$ cat src/rtl/camera_pkg.sv
// Shared definitions for the camera-path blocks: classifier FSM states,
// default frame geometry and a percentage helper for elaboration-time
// threshold constants.
package camera_pkg;

  typedef enum logic [1:0] {
    IDLE    = 2'd0,
    ACTIVE  = 2'd1,
    EVAL    = 2'd2,
    PUBLISH = 2'd3
  } zc_state_t;

  localparam int DEFAULT_H_PIXELS = 32'sd320;
  localparam int DEFAULT_V_LINES  = 32'sd240;

  // Integer percentage of a pixel count, floor division.
  function automatic int pct_of(input int total, input int pct);
    return (total * pct) / 32'sd100;
  endfunction

endpackage

$ cat src/rtl/zone_argmax_seq.sv
// Sequential argmax over the per-zone count array. A start pulse samples
// zone 0 immediately; each following cycle examines one more zone. done
// pulses for one cycle once the last zone has been examined, and index/value
// then hold the winner. Strict greater-than keeps ties on the lowest index.
module zone_argmax_seq
  import camera_pkg::*;
#(
  parameter int NUM_ZONES = 32'sd3,
  parameter int CNT_W     = 32'sd17,
  localparam int ZONE_W   = $clog2(NUM_ZONES)
) (
  input  logic                              clk,
  input  logic                              reset,
  input  logic                              start,
  input  logic [NUM_ZONES-1:0][CNT_W-1:0]   counts,
  output logic                              done,
  output logic [ZONE_W-1:0]                 index,
  output logic [CNT_W-1:0]                  value
);

  logic              busy_r;
  logic [ZONE_W-1:0] cur_r;

  // Walk the zones one per cycle, keeping the running maximum.
  always_ff @(posedge clk or posedge reset) begin
    if (reset) begin
      busy_r <= 1'b0;
      cur_r  <= '0;
      done   <= 1'b0;
      index  <= '0;
      value  <= '0;
    end else begin
      done <= 1'b0;
      if (start) begin
        busy_r <= 1'b1;
        cur_r  <= ZONE_W'(1);
        index  <= '0;
        value  <= counts[0];
      end else if (busy_r) begin
        if (counts[cur_r] > value) begin
          index <= cur_r;
          value <= counts[cur_r];
        end
        if (cur_r == ZONE_W'(NUM_ZONES - 1)) begin
          busy_r <= 1'b0;
          done   <= 1'b1;
        end else begin
          cur_r <= cur_r + ZONE_W'(1);
        end
      end
    end
  end

endmodule

$ cat src/rtl/zone_classifier.sv
// Per-frame colour-zone classifier. Counts target pixels per vertical zone
// across a frame, checks line/pixel framing, and at frame end publishes the
// dominant zone, the total count, a detect flag and an integrity flag.
// Optional build macro: ZONE_CLASSIFIER_HYST_EN selects a two-threshold
// (hysteresis) detect rule instead of the single on-threshold rule.
module zone_classifier
  import camera_pkg::*;
#(
  parameter int H_PIXELS       = DEFAULT_H_PIXELS,
  parameter int V_LINES        = DEFAULT_V_LINES,
  parameter int NUM_ZONES      = 32'sd3,
  parameter int THRESH_PCT     = 32'sd25,
  parameter int THRESH_OFF_PCT = 32'sd15,
  localparam int ZONE_W        = $clog2(NUM_ZONES),
  localparam int CNT_W         = $clog2(H_PIXELS * V_LINES + 1)
) (
  input  logic              clk,
  input  logic              reset,
  input  logic              vsync,
  input  logic              href,
  input  logic              pix_en,
  input  logic              is_target,
  output logic              result_valid,
  output logic              target_detected,
  output logic [ZONE_W-1:0] best_zone,
  output logic [CNT_W-1:0]  total_count,
  output logic              frame_error
);

  // x saturates at H_PIXELS (meaning "line already full"); the line counter
  // saturates one past V_LINES so an over-long frame still reads as wrong.
  localparam int XW        = $clog2(H_PIXELS + 1);
  localparam int LW        = $clog2(V_LINES + 2);
  localparam int FRAME_PIX = H_PIXELS * V_LINES;
  localparam int THRESH_ON = pct_of(FRAME_PIX, THRESH_PCT);

  if (NUM_ZONES < 2 || THRESH_OFF_PCT > THRESH_PCT) begin : g_bad_cfg
    $error("zone_classifier: NUM_ZONES must be >= 2 and THRESH_OFF_PCT <= THRESH_PCT");
  end

  zc_state_t state_r;
  zc_state_t state_s;

  logic vsync_r;
  logic href_r;
  logic vsync_rise_s;
  logic vsync_fall_s;
  logic href_fall_s;

  logic clear_s;
  logic pix_take_s;
  logic line_end_s;
  logic frame_end_s;
  logic load_s;

  logic [XW-1:0]                    x_r;
  logic [LW-1:0]                    line_r;
  logic                             err_r;
  logic [CNT_W-1:0]                 total_r;
  logic [NUM_ZONES-1:0][CNT_W-1:0]  zone_cnt_r;
  logic [ZONE_W-1:0]                zone_s;

  logic              arg_done_s;
  logic [ZONE_W-1:0] arg_idx_s;
  logic [CNT_W-1:0]  arg_val_s;

  logic over_on_s;
  logic detect_s;
`ifdef ZONE_CLASSIFIER_HYST_EN
  localparam int THRESH_OFF = pct_of(FRAME_PIX, THRESH_OFF_PCT);
  logic under_off_s;
`endif

  // Registered copies of the framing strobes for edge detection.
  always_ff @(posedge clk or posedge reset) begin
    if (reset) begin
      vsync_r <= 1'b0;
      href_r  <= 1'b0;
    end else begin
      vsync_r <= vsync;
      href_r  <= href;
    end
  end

  assign vsync_rise_s = vsync & ~vsync_r;
  assign vsync_fall_s = ~vsync & vsync_r;
  assign href_fall_s  = href_r & ~href;

  // FSM state register.
  always_ff @(posedge clk or posedge reset) begin
    if (reset) begin
      state_r <= IDLE;
    end else begin
      state_r <= state_s;
    end
  end

  // Next-state and per-state control strobes. The vsync-rise cycle does no
  // counting, so the zone counts are already final when the argmax starts.
  always_comb begin
    state_s     = state_r;
    clear_s     = 1'b0;
    pix_take_s  = 1'b0;
    line_end_s  = 1'b0;
    frame_end_s = 1'b0;
    load_s      = 1'b0;
    case (state_r)
      IDLE: begin
        clear_s = vsync_fall_s;
        state_s = vsync_fall_s ? ACTIVE : IDLE;
      end
      ACTIVE: begin
        frame_end_s = vsync_rise_s;
        pix_take_s  = ~vsync_rise_s & href & pix_en;
        line_end_s  = ~vsync_rise_s & href_fall_s;
        state_s     = vsync_rise_s ? EVAL : ACTIVE;
      end
      EVAL: begin
        load_s  = arg_done_s;
        state_s = arg_done_s ? PUBLISH : EVAL;
      end
      PUBLISH: begin
        state_s = IDLE;
      end
      default: begin
        state_s = IDLE;
      end
    endcase
  end

  // Zone of the current column: highest zone whose lower bound is <= x.
  always_comb begin
    zone_s = '0;
    for (int k = 1; k < NUM_ZONES; k++) begin
      zone_s = (x_r >= XW'(k * H_PIXELS / NUM_ZONES)) ? ZONE_W'(k) : zone_s;
    end
  end

  // Column/line/zone/total counters and the frame-integrity flag.
  always_ff @(posedge clk or posedge reset) begin
    if (reset) begin
      x_r        <= '0;
      line_r     <= '0;
      err_r      <= 1'b0;
      total_r    <= '0;
      zone_cnt_r <= '0;
    end else if (clear_s) begin
      x_r        <= '0;
      line_r     <= '0;
      err_r      <= 1'b0;
      total_r    <= '0;
      zone_cnt_r <= '0;
    end else begin
      if (pix_take_s) begin
        if (x_r < XW'(H_PIXELS)) begin
          x_r <= x_r + XW'(1);
          if (is_target) begin
            zone_cnt_r[zone_s] <= zone_cnt_r[zone_s] + CNT_W'(1);
            total_r            <= total_r + CNT_W'(1);
          end
        end else begin
          err_r <= 1'b1;
        end
      end
      if (line_end_s) begin
        x_r <= '0;
        if (line_r < LW'(V_LINES + 1)) begin
          line_r <= line_r + LW'(1);
        end
        if (x_r != XW'(H_PIXELS)) begin
          err_r <= 1'b1;
        end
      end
      if (frame_end_s && (line_r != LW'(V_LINES))) begin
        err_r <= 1'b1;
      end
    end
  end

  zone_argmax_seq #(
    .NUM_ZONES (NUM_ZONES),
    .CNT_W     (CNT_W)
  ) u_argmax (
    .clk    (clk),
    .reset  (reset),
    .start  (frame_end_s),
    .counts (zone_cnt_r),
    .done   (arg_done_s),
    .index  (arg_idx_s),
    .value  (arg_val_s)
  );

  // Detect decision for the frame being published; error frames never detect.
  always_comb begin
    over_on_s = (total_r > CNT_W'(THRESH_ON));
`ifdef ZONE_CLASSIFIER_HYST_EN
    under_off_s = (total_r <= CNT_W'(THRESH_OFF));
    if (err_r) begin
      detect_s = 1'b0;
    end else if (over_on_s) begin
      detect_s = 1'b1;
    end else if (under_off_s) begin
      detect_s = 1'b0;
    end else begin
      detect_s = target_detected;
    end
`else
    detect_s = over_on_s & ~err_r;
`endif
  end

  // Published results: loaded as the FSM enters PUBLISH, held until the next.
  always_ff @(posedge clk or posedge reset) begin
    if (reset) begin
      result_valid    <= 1'b0;
      target_detected <= 1'b0;
      best_zone       <= '0;
      total_count     <= '0;
      frame_error     <= 1'b0;
    end else begin
      result_valid <= load_s;
      if (load_s) begin
        best_zone       <= (arg_val_s == '0) ? '0 : arg_idx_s;
        total_count     <= total_r;
        frame_error     <= err_r;
        target_detected <= detect_s;
      end
    end
  end

endmodule

$ cat config.mk
export PLATFORM = sky130hd
export DESIGN_NAME = zone_classifier
export DESIGN_NICKNAME = d
export VERILOG_FILES = /design/src/rtl/camera_pkg.sv /design/src/rtl/zone_argmax_seq.sv /design/src/rtl/zone_classifier.sv
export SDC_FILE = /design/constraint.sdc
export NUM_CORES = 1
export LEC_CHECK = 0
export CORE_MARGIN = 3
export CORE_UTILIZATION = 56
export CTS_BUF_LIST = sky130_fd_sc_hd__clkbuf_4 sky130_fd_sc_hd__clkbuf_8
export DETAILED_ROUTE_END_ITERATION = 8
export PLACE_DENSITY = 0.71
export SLEW_MARGIN = 10
export SYNTH_ARGS = -nofsm -noshare
export SYNTH_HDL_FRONTEND = slang
export SYNTH_SLANG_ARGS = --single-unit
$ cat constraint.sdc
create_clock -name clk -period 6.5 [get_ports clk]
set_input_delay 1.3 -clock clk [delete_from_list [all_inputs] [get_ports clk]]
set_output_delay 1.3 -clock clk [all_outputs]
set_load 0.03 [all_outputs]
==> qor.yml <==
maxCapViolCount: 0
async_reset_ff_share_pct: 100
synthFlopType: "dfrtp_1"
clock_path_buffers: 2
internal-power_mw: 1.47
antenna_cells: 0
rr_startpoint: "u_argmax.cur_r[1]"
yosysSeqAreaShare_pct: 45.3
ctsResizeCount: 0
drt-total-wl_um: 18000
rows: 41
cp.required_ns: 6.84
power.switching_uw: 681
cts_post_setup_buffers_inserted: 0
place.gp.congestion: 0.844
finalHoldViolations: 0
netSwitchingFraction_pct: 31.7
io_buffers: 27
clock-sinks: 135
avgSynthCellArea_sq_um: 8.94
endpoint: "u_argmax.index[0]"
cts_htree_levels: 4
worstMarginPinSlew_ns: 1.13
cts_hold_buf: 0
vias: 6235
crit_slowest_cell: "dfrtp_1"
postRouteAntennaNets: 0
critPathKind: "reg -> reg"
fin_setup_tns_ns: 0
hold_path.class: "reg -> reg"
cts_tree: "built"
drt-pass1-iter-count: 8
r2r_end: "u_argmax.index[0]"
yosys_warnings: 0
peakVddDrop_mv: 0.211
power.share.clock_pct: 34.9
grt_usage_pct: 25.9
synth_edf_count: 0
p_per_area_nw_per_um2: 260
area_growth_syn_to_layout_pct: 10.9
start_util_pct: 58.1
dieArea_sq_um: 14700
skew_ns: 0.0118
postLayoutCellArea_sq_um: 8270
setup_viol: 0
critPathLaunchType: "flip-flop"
combPwrFrac_pct: 19.4
ys_seq_elements: 135
clockRootBuffer: "clkbuf_8"
rrSetupSlack_ns: 2.19
grt_antenna_before_repair: 0
startpoint: "u_argmax.cur_r[1]"
coreArea_sq_um: 12800
clkSlewWorstSetupHoldPaths_ns: 0.08
rsz0062_at_grt: "no"
max_stage_delay_ns: 0.84
pwr-share-seq_pct: 45.6
synth_nets: 866
dieWidth_um: 121
cp.arrival_ns: 4.65
post_drt_wl_per_cell_um: 17.5
die_h_um: 121
drive_gt1_share_pct: 8.30
fin_crit_ns: 4.31
grt_start_max_net_pins: 56
fmax_ghz: 0.232
max_slew_margin_pct: 24.2
vias_per_cell: 6.07
netlist-cell-type-count: 60
cp_cell_sequence: "nor2b_1, buf_4, nand2_1, o21ai_0, ha_1, a2111oi_0, o211ai_1, a21oi_2, buf_4, o211ai_1, o41ai_1"
end_kind: "flip-flop"
syn_area_sq_um: 7450
ios: 28
grt_overflow: 0
slew_viol_final: 0
place_area_sq_um: 7830
drc: 0
reg2regPathDepth: 11
cts_buffers: 17
run_status: "finished clean"
grt_pass1_vias: 6001
cp_max_fo: 26
nets: 874
timing.final.crit_share_pct: 66.2
p_leak_nw: 3.73
synth_cells: 834
clk_latency_ns: 0.46
grt_pass1_wl_um: 30300
finalPower_mw: 2.15
dpl.hpwl_um: 12200
drtIter0Drc: 631
state kept, by name, indices dropped and copies added, names as in the netlist, 2 cells and up, named ones only:
register / count
best_zone: 2
x_r: 9
total_count: 17
total_r: 17
u_argmax.cur_r: 2
zone_cnt_r: 51
u_argmax.index: 2
line_r: 8
u_argmax.value: 17
logic make-up (layout without fill, tap and decap cells):
group,count (synthesis),count (layout),share of synthesized area [%]
mux,17,17,2.28
compound gates,160,160,14.7
buf+inv,82,103,4.36
simple gates,375,375,24.4
fa+ha+maj,26,26,4.36
xor+xnor,39,39,4.58
flops,135,135,45.3
routing by layer:
metal	GRT usage, %	vias to the layer above	wire, um
met2	38.4	208	8140
met3	6.67	25	1090
li1	-	2979	-
met5	0	-	0
met4	7.98	0	295
met1	37.5	3023	8490
power groups by stage:
stage	combinational, mW	sequential (mW)	clock (mW)
after floorplan	0.306	0.972	0
after global placement	0.400	0.990	0
after detailed placement	0.412	0.993	0
after CTS	0.415	0.977	0.766
after global routing	0.462	0.988	0.808
final	0.417	0.979	0.750
critical path: cells and delay by family, from the launching register on:
kind	cells	cell delay, ns
AOI/OAI and AO/OA	6	1.64
buffers and inverters	2	0.68
and+or+nand+nor	2	0.62
DFF	1	0.84
adders and majority gates	1	0.39
layout by cell type, fill, tap and decap left out, types with 21 or more instances in the layout:
master	instances
clkdlybuf4s50_1	27
or3_1	22
dfrtp_1	135
o21ai_1	28
clkbuf_8	21
o21ai_0	54
inv_1	31
nor2_1	52
nand3_1	100
ha_1	26
nand2_1	131
worst min-delay path by stage:
| stage | startpoint | endpoint | slack, ns | cells past startpoint |
|---|---|---|---|---|
| finish | total_count[9] | total_count[9] | 0.48 | 2 |
| global route | total_count[12] | total_count[12] | 0.51 | 2 |
| CTS | total_count[9] | total_count[9] | 0.48 | 2 |
| detailed placement | total_count[9] | total_count[9] | 0.46 | 2 |
| global placement | total_count[8] | total_count[8] | 0.46 | 2 |
| floorplan | err_r | target_detected | 0.46 | 1 |
per-stage QoR:
step | hold WS [ns] | worst slack (ns) | util [%] | cells
floorplan | 0.457 | 1.59 | - | 834
global placement | 0.457 | 2.24 | 61.1 | 995
detailed placement | 0.462 | 2.09 | 61.1 | 995
CTS | 0.482 | 2.32 | 64.4 | 1027
global route | 0.506 | 1.97 | 64.5 | 1027
finish | 0.476 | 2.19 | 64.5 | 1027
cell type report:
class | count | area (sq um)
clock buffers | 21 | 289
fillers | 1072 | 4560
well taps | 172 | 215
clock inverters | 11 | 145
multi-input cells | 617 | 3760
repair buffers | 38 | 353
inverters | 33 | 126
flip-flops and latches | 135 | 3380
synth_stat cells, types with 3 or more instances:
cell type / n / area share [%]
a211oi_1: 3 / 0.30
o221ai_1: 4 / 0.47
xnor2_1: 20 / 2.4
dfrtp_1: 135 / 45
ha_1: 26 / 4.4
nor3_1: 11 / 0.74
clkbuf_1: 41 / 2.1
mux2i_1: 17 / 2.3
inv_1: 32 / 1.6
and3_1: 8 / 0.67
o31ai_1: 3 / 0.30
buf_2: 5 / 0.34
nand3_1: 100 / 6.7
nand4_1: 12 / 1.0
nand2_1: 131 / 6.6
or3_1: 22 / 1.8
nor4_2: 4 / 0.67
nor4_1: 9 / 0.76
xor2_1: 19 / 2.2
o21ai_0: 54 / 3.6
o221ai_2: 9 / 1.8
nand2b_1: 5 / 0.42
nor2b_1: 7 / 0.59
o21ai_1: 28 / 1.9
o211ai_1: 6 / 0.60
o2111ai_1: 17 / 2.0
nor2_1: 52 / 2.6
a21oi_1: 12 / 0.81
Power figures use the tool's default switching activity.
